### src/rtl/rv_mem_wb.sv
// rv_mem_wb: memory-stage load/store unit driving a Wishbone B4 classic master.
// One access in flight at a time; misaligned/illegal accesses, bus errors and
// bus timeouts complete with an exception instead of stalling the pipeline.
module rv_mem_wb #(
    parameter int unsigned TIMEOUT = 255
) (
    input  logic        i_clk,
    input  logic        i_reset,
    input  logic        i_req,
    input  logic        i_we,
    input  logic [2:0]  i_funct3,
    input  logic [31:0] i_addr,
    input  logic [31:0] i_wdata,
    input  logic [4:0]  i_rd,
    output logic        o_busy,
    output logic        o_done,
    output logic [31:0] o_rdata,
    output logic [4:0]  o_rd,
    output logic        o_exc,
    output logic [1:0]  o_exc_cause,
    output logic        o_wb_cyc,
    output logic        o_wb_stb,
    output logic        o_wb_we,
    output logic [31:0] o_wb_adr,
    output logic [31:0] o_wb_dat,
    output logic [3:0]  o_wb_sel,
    input  logic [31:0] i_wb_dat,
    input  logic        i_wb_ack,
    input  logic        i_wb_err
);

    localparam int unsigned CNT_W    = (TIMEOUT == 0) ? 1 : $clog2(TIMEOUT + 1);
    localparam int unsigned TMO_LAST = (TIMEOUT == 0) ? 0 : TIMEOUT - 1;

    localparam logic [1:0] S_IDLE = 2'd0;
    localparam logic [1:0] S_BUS  = 2'd1;
    localparam logic [1:0] S_DONE = 2'd2;

    localparam logic [1:0] CAUSE_NONE  = 2'd0;
    localparam logic [1:0] CAUSE_ALIGN = 2'd1;
    localparam logic [1:0] CAUSE_BUS   = 2'd2;
    localparam logic [1:0] CAUSE_TMO   = 2'd3;

    logic [1:0]       state_q, state_d;
    logic [CNT_W-1:0] cnt_q, cnt_d;
    logic             we_q, we_d;
    logic [2:0]       f3_q, f3_d;
    logic [1:0]       lane_q, lane_d;
    logic [4:0]       rd_q, rd_d;
    logic [31:0]      adr_q, adr_d;
    logic [31:0]      dat_q, dat_d;
    logic [3:0]       sel_q, sel_d;
    logic [31:0]      rdata_q, rdata_d;
    logic [1:0]       cause_q, cause_d;
    logic             exc_q, exc_d;

    logic             bad_c;
    logic [3:0]       sel_c;
    logic [31:0]      dat_c;
    logic [31:0]      shifted_c;
    logic [31:0]      load_c;

    // Request decode: legality check and byte-lane placement of the store data.
    always_comb begin
        bad_c = 1'b0;
        sel_c = 4'b1111;
        dat_c = i_wdata;
        if (i_we) begin
            if (i_funct3 > 3'd2) bad_c = 1'b1;
        end else begin
            if (i_funct3 inside {3'd3, 3'd6, 3'd7}) bad_c = 1'b1;
        end
        case (i_funct3[1:0])
            2'd0: begin
                sel_c = 4'b0001 << i_addr[1:0];
                dat_c = {4{i_wdata[7:0]}};
            end
            2'd1: begin
                sel_c = i_addr[1] ? 4'b1100 : 4'b0011;
                dat_c = {2{i_wdata[15:0]}};
                if (i_addr[0]) bad_c = 1'b1;
            end
            default: begin
                sel_c = 4'b1111;
                dat_c = i_wdata;
                if (i_addr[1:0] != 2'b00) bad_c = 1'b1;
            end
        endcase
    end

    // Load alignment and sign/zero extension of the returned bus word.
    always_comb begin
        shifted_c = i_wb_dat >> {lane_q, 3'b000};
        case (f3_q)
            3'd0:    load_c = {{24{shifted_c[7]}}, shifted_c[7:0]};
            3'd1:    load_c = {{16{shifted_c[15]}}, shifted_c[15:0]};
            3'd4:    load_c = {24'd0, shifted_c[7:0]};
            3'd5:    load_c = {16'd0, shifted_c[15:0]};
            default: load_c = shifted_c;
        endcase
    end

    // Next-state and datapath update for IDLE -> BUS -> DONE.
    always_comb begin
        state_d = state_q;
        cnt_d   = cnt_q;
        we_d    = we_q;
        f3_d    = f3_q;
        lane_d  = lane_q;
        rd_d    = rd_q;
        adr_d   = adr_q;
        dat_d   = dat_q;
        sel_d   = sel_q;
        rdata_d = rdata_q;
        cause_d = cause_q;
        exc_d   = exc_q;
        case (state_q)
            S_IDLE: begin
                if (i_req) begin
                    we_d    = i_we;
                    f3_d    = i_funct3;
                    lane_d  = i_addr[1:0];
                    rd_d    = i_rd;
                    adr_d   = {i_addr[31:2], 2'b00};
                    dat_d   = dat_c;
                    sel_d   = sel_c;
                    rdata_d = 32'd0;
                    cnt_d   = '0;
                    if (bad_c) begin
                        cause_d = CAUSE_ALIGN;
                        exc_d   = 1'b1;
                        state_d = S_DONE;
                    end else begin
                        cause_d = CAUSE_NONE;
                        exc_d   = 1'b0;
                        state_d = S_BUS;
                    end
                end
            end
            S_BUS: begin
                if (i_wb_err) begin
                    cause_d = CAUSE_BUS;
                    exc_d   = 1'b1;
                    state_d = S_DONE;
                end else if (i_wb_ack) begin
                    rdata_d = we_q ? 32'd0 : load_c;
                    state_d = S_DONE;
                end else if ((TIMEOUT != 0) && (cnt_q == CNT_W'(TMO_LAST))) begin
                    cause_d = CAUSE_TMO;
                    exc_d   = 1'b1;
                    state_d = S_DONE;
                end else if (cnt_q != '1) begin
                    cnt_d = cnt_q + CNT_W'(1);
                end
            end
            S_DONE: begin
                state_d = S_IDLE;
            end
            default: begin
                state_d = S_IDLE;
            end
        endcase
    end

    // State and datapath registers with synchronous reset.
    always_ff @(posedge i_clk) begin
        if (i_reset) begin
            state_q <= S_IDLE;
            cnt_q   <= '0;
            we_q    <= 1'b0;
            f3_q    <= 3'd0;
            lane_q  <= 2'd0;
            rd_q    <= 5'd0;
            adr_q   <= 32'd0;
            dat_q   <= 32'd0;
            sel_q   <= 4'd0;
            rdata_q <= 32'd0;
            cause_q <= 2'd0;
            exc_q   <= 1'b0;
        end else begin
            state_q <= state_d;
            cnt_q   <= cnt_d;
            we_q    <= we_d;
            f3_q    <= f3_d;
            lane_q  <= lane_d;
            rd_q    <= rd_d;
            adr_q   <= adr_d;
            dat_q   <= dat_d;
            sel_q   <= sel_d;
            rdata_q <= rdata_d;
            cause_q <= cause_d;
            exc_q   <= exc_d;
        end
    end

    assign o_busy      = ((state_q == S_IDLE) && i_req) || (state_q == S_BUS);
    assign o_done      = (state_q == S_DONE);
    assign o_rdata     = rdata_q;
    assign o_rd        = rd_q;
    assign o_exc       = exc_q;
    assign o_exc_cause = cause_q;
    assign o_wb_cyc    = (state_q == S_BUS);
    assign o_wb_stb    = (state_q == S_BUS);
    assign o_wb_we     = we_q;
    assign o_wb_adr    = adr_q;
    assign o_wb_dat    = dat_q;
    assign o_wb_sel    = sel_q;

endmodule

### config.mk
export PLATFORM = sky130hd
export DESIGN_NAME = rv_mem_wb
export DESIGN_NICKNAME = d
export VERILOG_FILES = /design/src/rtl/rv_mem_wb.sv
export SDC_FILE = /design/constraint.sdc
export NUM_CORES = 1
export LEC_CHECK = 0
export BUFFER_PORTS_ARGS = -buffer_cell sky130_fd_sc_hd__buf_2
export CORE_ASPECT_RATIO = 0.7
export CORE_UTILIZATION = 45
export CTS_CLUSTER_DIAMETER = 30
export CTS_CLUSTER_SIZE = 8
export DETAILED_ROUTE_END_ITERATION = 7
export PLACE_DENSITY = 0.72
export SYNTH_ARGS = -nofsm -noshare
export SYNTH_HDL_FRONTEND = slang
export SYNTH_SLANG_ARGS = --single-unit
### constraint.sdc
create_clock -name i_clk -period 2.2 [get_ports i_clk]
set_input_delay 0.44 -clock i_clk [delete_from_list [all_inputs] [get_ports i_clk]]
set_output_delay 0.44 -clock i_clk [all_outputs]
set_load 0.03 [all_outputs]
Yosys cells after proc, flatten, opt, wreduce, memory -nomap -nowiden
Cells that the tools add are included.

Bits in registers: 122. Bits of input ports: 110. Word-level logic and storage cells: 88. ROM bits: 0. Latch bits: 0. Memories: 0. Output and inout port bits: 113. Bits in writable memories: 0.

Magnitude comparators: 1. Bitwise logic cells: 0. Equal/unequal tests: 20. $mul: 0. Add/subtract/negate cells: 1. Div/mod/pow operators: 0. Multiplexer cells: 39. Shift operators: 2. Reduce and logical (&&, ||, !) cells: 13.

Operator list (number): $mux 32 (4); $pmux 32 s2 (2); $pmux 32 s4 (1); $mux 8 (5); $shr 32x5->32 (1); $mux 2 (9); $pmux 8 s2 (1); $eq 3x3->1 const B (4); $mux 1 (11); $add 8x1->8 const B (1); $eq 8x8->1 const B (1); $ne 2x2->1 const B (4); $ne 8x8->1 const B (1); $pmux 2 s2 (2); $pmux 4 s2 (1); $reduce_and 4->1 (2); $reduce_and 6->1 (1); $eq 2x1->1 const B (2); $logic_not 2->1 (2); $mux 4 (1); $ne 2x1->1 const B (2); $ne 4x1->1 const B (1); $pmux 1 s2 (2); $reduce_and 2->1 (2); 12 further kinds (13).

Depth between registers and ports, before layout
Gate-level depths: netlist of the first run.

Depth after elaboration: 9. Gate-level depth with buffers: 7. Gate-level depth less buffers: 6.

Worst setup path before layout of the first run
Ideal clock, no wire load.

Path type: reg2out. From: register state_q[0]. To: output o_busy. Setup slack: 376 ps. Cell stages (with the launch flop): 5. Arrival time: 1384 ps. Required time: 1760 ps. Buffers on the path: 2. Cells stage by stage: dfxtp_1 buf_2 or3b_2 clkbuf_1 nand2_1.

Word-level cells in the longest chain between the ends: 3. Elaborated cells between the ends (all ways): 4. Classes of those cells: eq/ne (1); reduce/logical (3).

Ends and longest elaborated chain: start, declared (RTL line 44) `logic [1:0] state_q, state_d;`; start signal, assigned (RTL line 181) `state_q <= state_d;`; $logic_not 2->1 (RTL line 196) `assign o_busy = ((state_q == S_IDLE) && i_req) || (state_q == S_BUS);`; $logic_and 1x1->1 (RTL line 196); $logic_or 1x1->1 (*) (RTL line 196); end, declared (RTL line 15) `output logic o_busy,`.

Every way passes the cells marked *; elsewhere a longest branch is shown, timed or not.

Worst setup path in the final report of the first run
From: register state_q[1]. To: output o_busy.

Same word-level chain as after synthesis.

==> results.yml, run 1 <==
synthesis:
  syn_area_per_cell_um2: 8.62
  synth_top_area_share_pct: 45.0
  synth_cells: 630
  synth_seq_area_share_pct: 45.0
  ys_top_cells_by_area: "dfxtp_1 45%, nand2_1 9.4%, a21oi_1 8.3%, mux2i_1 5.2%, a22oi_1 3.3%"
  syn_area_mm2: 0.00543
  ys_types: 50
  ys_ff_latch: 122
  synth_edf_count: 0
  yosysTopAreaCell: "dfxtp_1"
  ys.flop_type: "dfxtp_1"
  yosys_warnings: 0
  synth-async-reset-ratio_pct: 0
drt:
  wl_met1_um: 6900
  antenna_left: 0
  top_layer: "met4"
  routed_via_density: 5.41
  drtIter0Drc: 350
  vias: 5399
  wl_met3_um: 1270
  routed_wl_um: 15700
  drc: 0
  dr.pass1.iters: 5
  wl_per_cell_um: 15.7
  wl_met2_um: 7300
clocking:
  ctsResizeCount: 0
  insertion_delay_ns: 0.41
  cts_sinks: 122
  clockRootBuffer: "clkbuf_16"
  cts_buffer_depth: 2
  clk_pin_slew_ns: 0.06
  cts_tree: "yes"
  htree_levels: 4
  ctsHoldBuffers: 0
  numCtsBuffers: 17
  postCtsSetupBuffers: 0
timing:
  slew_viol_final: 0
  max_freq_ghz: 0.470
  relSlewSlack_pct: 27.7
  layout_setup_ws_ns: 0.0734
  rsz0062_at_grt: "false"
  final_hold_viol_count: 0
  tightestPinTransition_ns: 1.08
  finalCriticalPeriod_ns: 2.13
  setup-violations-final: 0
  fin_worst_skew_ns: 0.00754
  setup_tns_ns: 0
  period_share_pct: 96.7
final_layout:
  utilization_pct: 62.0
  syn2layout_area_growth_pct: 34.0
  drive_gt1_share_pct: 34.0
  fill_cells: 1033
  layout.cells.non_filler: 998
  nets: 942
  n_antenna_cell: 0
global_routing:
  grt_pass1_wl_um: 24800
  grt_overflow: 0
  antenna_found_initial: 0
  grt_max_degree: 66
  grt_pass1_vias: 5056
  grt_usage_pct: 25.2
power:
  leakagePower_uw: 0.00322
  ir_worst_vdd_mv: 0.611
  power_density_mw_per_mm2: 882
placed_design:
  dp.cells: 968
  io_buffers: 220
  gp_congestion: 0.861
  place_ws_ns: 0.155
  dpl.hpwl_um: 11300
setup_path:
  worstPathRequired_ns: 1.76
  worstSetupPathType: "flip-flop to primary output"
  endpoint_kind: "primary output"
  critPathMaxFanout: 9
  start_kind: "flip-flop"
  worstPathArrival_ns: 1.69
status:
  outcome: "finished, final reports clean"
flow_run:
  maxCapViolations: 0
min_path:
  hp-class: "input pin to flip-flop"
floorplanning:
  core_area_mm2: 0.0117
  dieArea_mm2: 0.0125
  num_rows: 33
  die_w_um: 133
  io_pins: 223
  die_h_um: 93.9
  start_util_pct: 46.3
==> state kept, by name, summed over array words and instances, names as in the netlist, 2 cells and up <==
signal	cells
cnt_q	8
f3_q	3
lane_q	2
o_exc_cause	2
o_rd	5
o_rdata	32
o_wb_adr	30
o_wb_dat	32
o_wb_sel	4
state_q	2
==> layout by cell type, fill, tap and decap left out, drive strengths merged, types with 2 or more instances in the layout <==
cell | synthesis | routed
a21oi | 90 | 90
nor4b | 2 | 2
o22ai | 2 | 2
o21ai | 20 | 20
a311oi | 8 | 8
or3 | 5 | 5
inv | 5 | 5
ha | 2 | 2
buf | 23 | 234
nand3 | 3 | 3
nor3b | 3 | 3
mux2i | 28 | 28
o2bb2ai | 16 | 16
clkbuf | 31 | 22
conb | 1 | 2
nor3 | 7 | 7
dfxtp | 122 | 122
nor2 | 39 | 39
mux2 | 8 | 8
bufinv | 0 | 4
nand4 | 4 | 4
xor2 | 3 | 3
nor2b | 3 | 3
a22oi | 24 | 24
o31ai | 2 | 2
o2111ai | 2 | 2
clkinv | 0 | 3
nand2b | 7 | 7
mux4 | 8 | 8
or3b | 2 | 2
nand2 | 136 | 136
a211oi | 12 | 12
==> cells by family after synthesis <==
family	share of synthesized area, %
buffers and inverters	4.96
adders and majority gates	0.461
muxes	10.1
other	0.0691
and+or+nand+nor	17.8
DFF	45.0
xor gates and xnor gates	0.484
AOI/OAI and AO/OA	21.0
==> critical path: stages, from the launching register on <==
cell,delay (ns)
dfxtp_1,0.30
buf_4,0.16
or3b_2,0.49
nand2_1,0.13
buf_2,0.21
==> Yosys cell counts (3+ instances only) <==
| cell type | number |
|---|---|
| a211oi_1 | 12 |
| a21oi_1 | 90 |
| a22oi_1 | 24 |
| a311oi_1 | 8 |
| buf_1 | 3 |
| buf_2 | 14 |
| buf_4 | 4 |
| clkbuf_1 | 31 |
| dfxtp_1 | 122 |
| inv_1 | 5 |
| mux2_2 | 8 |
| mux2i_1 | 28 |
| mux4_2 | 8 |
| nand2_1 | 136 |
| nand2b_1 | 7 |
| nand3_1 | 3 |
| nand4_1 | 4 |
| nor2_1 | 38 |
| nor2b_1 | 3 |
| nor3_1 | 6 |
| nor3b_1 | 3 |
| o21ai_0 | 20 |
| o2bb2ai_1 | 16 |
| or3_1 | 5 |
| xor2_1 | 3 |
==> final cells by class <==
type	count	area, um2	area share, %
multi-input cells	450	2730	37.5
flip-flops and latches	122	2440	33.6
repair buffers	234	1270	17.5
clock buffers	22	474	6.52
well taps	157	196	2.70
clock inverters	8	143	1.96
inverters	5	18.8	0.258
==> stage by stage <==
| step | total power [uW] | hold slack (ns) | instance area [um2] |
|---|---|---|---|
| global route | 6670 | 0.261 | 7270 |
| floorplan | 3160 | 0.443 | 5430 |
| detailed placement | 3540 | 0.443 | 6650 |
| finish | 6410 | 0.269 | 7270 |
| global placement | 3510 | 0.439 | 6650 |
| CTS | 6460 | 0.257 | 7270 |
==> worst paths after layout <==
path,startpoint,to,slack [ns],depth (start not counted)
worst max register to register,f3_q[0],o_rdata[13],0.14,4
worst min register to register,o_wb_adr[4],o_wb_adr[4],0.45,2
worst max-delay path,state_q[1],o_busy,0.07,4
worst min-delay path,i_addr[26],o_wb_adr[26],0.27,3
==> layer usage <==
layer	vias up	GRT usage (%)
met5	-	0
met1	2548	32.9
met3	20	7.87
li1	2628	-
met2	203	40.2
met4	0	6.91
==> power breakdown <==
part | switching [uW] | internal [uW] | total, uW
Clock | 948 | 1970 | 2920
Sequential | 68.8 | 2330 | 2400
Combinational | 715 | 378 | 1090
Total | 1730 | 4680 | 6410
No activity file was read; power rests on OpenSTA's default activity.
==> inputs of run 2 (changes only) <==
--- a/config.mk
+++ b/config.mk
@@ -7,6 +7,7 @@
 export LEC_CHECK = 0
 export BUFFER_PORTS_ARGS = -buffer_cell sky130_fd_sc_hd__buf_2
 export CORE_ASPECT_RATIO = 0.7
+export CORE_MARGIN = 1.5
 export CORE_UTILIZATION = 45
 export CTS_CLUSTER_DIAMETER = 30
 export CTS_CLUSTER_SIZE = 8
==> results.yml, run 2 (synthesis gave the netlist of run 1 again) <==
placed_design:
  gp_congestion: 0.891
  io_buffers: 220
  place_ws_ns: 0.136
  dpl.hpwl_um: 11300
power:
  leakagePower_uw: 0.00324
  power_density_mw_per_mm2: 898
  ir_worst_vdd_mv: 0.544
final_layout:
  nets: 944
  n_antenna_cell: 0
  final_cell_mix: "218 x buf_2, 135 x nand2_1, 122 x dfxtp_1"
  syn2layout_area_growth_pct: 34.9
  final_common_cell: "buf_2"
  drive_gt1_share_pct: 34.7
  fill_cells: 1048
setup_path:
  endpoint_kind: "primary output"
  crit_path_max_incr_delay_ns: 0.42
  critPathMaxFanout: 10
  worstPathRequired_ns: 1.76
  start_kind: "flip-flop"
  worstPathArrival_ns: 1.59
  timing.critical_path.cells: "buf_4 > or3b_4 > nand2_2 > clkbuf_4"
  worstSetupPathType: "flip-flop to primary output"
  cpMaxStageDelayCell: "or3b_4"
floorplanning:
  die_w_um: 134
  start_util_pct: 46.3
  die_h_um: 94.9
  dieArea_mm2: 0.0127
  num_rows: 33
  core_area_mm2: 0.0117
  io_pins: 223
status:
  outcome: "finished, final reports clean"
global_routing:
  grt_overflow: 0
  grt_max_degree: 66
  grt_pass1_wl_um: 24500
  grt_pass1_vias: 4996
  antenna_found_initial: 0
  grt_usage_pct: 24.4
clocking:
  clockRootBuffer: "clkbuf_16"
  insertion_delay_ns: 0.41
  clk_pin_slew_ns: 0.06
  cts_buffer_depth: 2
  htree_levels: 4
  cts_tree: "yes"
  cts_sinks: 122
  ctsHoldBuffers: 0
  ctsResizeCount: 0
  postCtsSetupBuffers: 0
  numCtsBuffers: 17
timing:
  slew_viol_final: 0
  relSlewSlack_pct: 40.7
  finalCriticalPeriod_ns: 2.03
  setup-violations-final: 0
  layout_setup_ws_ns: 0.166
  rsz0062_at_grt: "false"
  setup_tns_ns: 0
  fin_worst_skew_ns: 0.00769
  period_share_pct: 92.5
  final_hold_viol_count: 0
  tightestPinTransition_ns: 0.888
  max_freq_ghz: 0.492
min_path:
  hp-class: "input pin to flip-flop"
drt:
  vias: 5420
  wl_per_cell_um: 15.7
  drc: 0
  routed_via_density: 5.41
  dr.pass1.iters: 5
  antenna_left: 0
  routed_wl_um: 15700
  drtIter0Drc: 355
flow_run:
  maxCapViolations: 0
[run 2: cell types whose count changed in the layout (fill, tap and decap cells not counted), sizes merged]
cell	delta
clkinvlp	+1
buf	+1
bufinv	+1
clkbuf	-3
clkinv	+2
inv	+2
[run 2: critical path, delay by kind of cell (launching register included)]
kind	cells	cell delay, ns
and+or+nand+nor	2	0.52
DFF	1	0.32
buffers and inverters	2	0.35
[run 2: path summary, 6_finish.rpt]
kind	startpoint	endpoint	depth (start not counted)	slack, ns
worst min-delay path	i_rd[0]	o_rd[0]	3	0.27
worst min register to register	o_wb_dat[31]	o_wb_dat[31]	2	0.45
worst max register to register	f3_q[0]	o_rdata[9]	4	0.29
worst max-delay path	state_q[0]	o_busy	4	0.17
[run 2: through the flow]
stage,area [um2],hold slack [ns],total power [uW],instances,util (%)
final,7320,0.267,6580,1002,62.4
after global routing,7320,0.263,6830,1002,62.4
after CTS,7310,0.253,6610,1002,62.4
after detailed placement,6660,0.444,3530,970,56.8
after global placement,6660,0.438,3510,970,56.8
after floorplan,5430,0.443,3160,631,-
[run 2: where the power goes]
| group | switching, uW | internal, uW |
|---|---|---|
| registers | 65.0 | 2330 |
| logic | 715 | 380 |
| clock network | 1040 | 2050 |
[run 2: layout make-up]
cell class / instances / area, um2 / share of cell area [%]
Multi-Input combinational cell: 450 / 2730 / 37.3
Sequential cell: 122 / 2440 / 33.4
Timing Repair Buffer: 236 / 1280 / 17.4
Clock buffer: 18 / 439 / 6.00
Clock inverter: 14 / 219 / 2.99
Tap cell: 157 / 196 / 2.68
Inverter: 5 / 18.8 / 0.256
[run 2: routing by layer]
metal	global-route usage, %	share of wire, %	vias to the layer above	wire length, um
met5	0	0	-	0
met1	32.6	46	2518	7170
met2	38.2	46	242	7160
li1	-	-	2639	-
met4	6.99	1.1	0	170
met3	7.35	7.9	21	1240
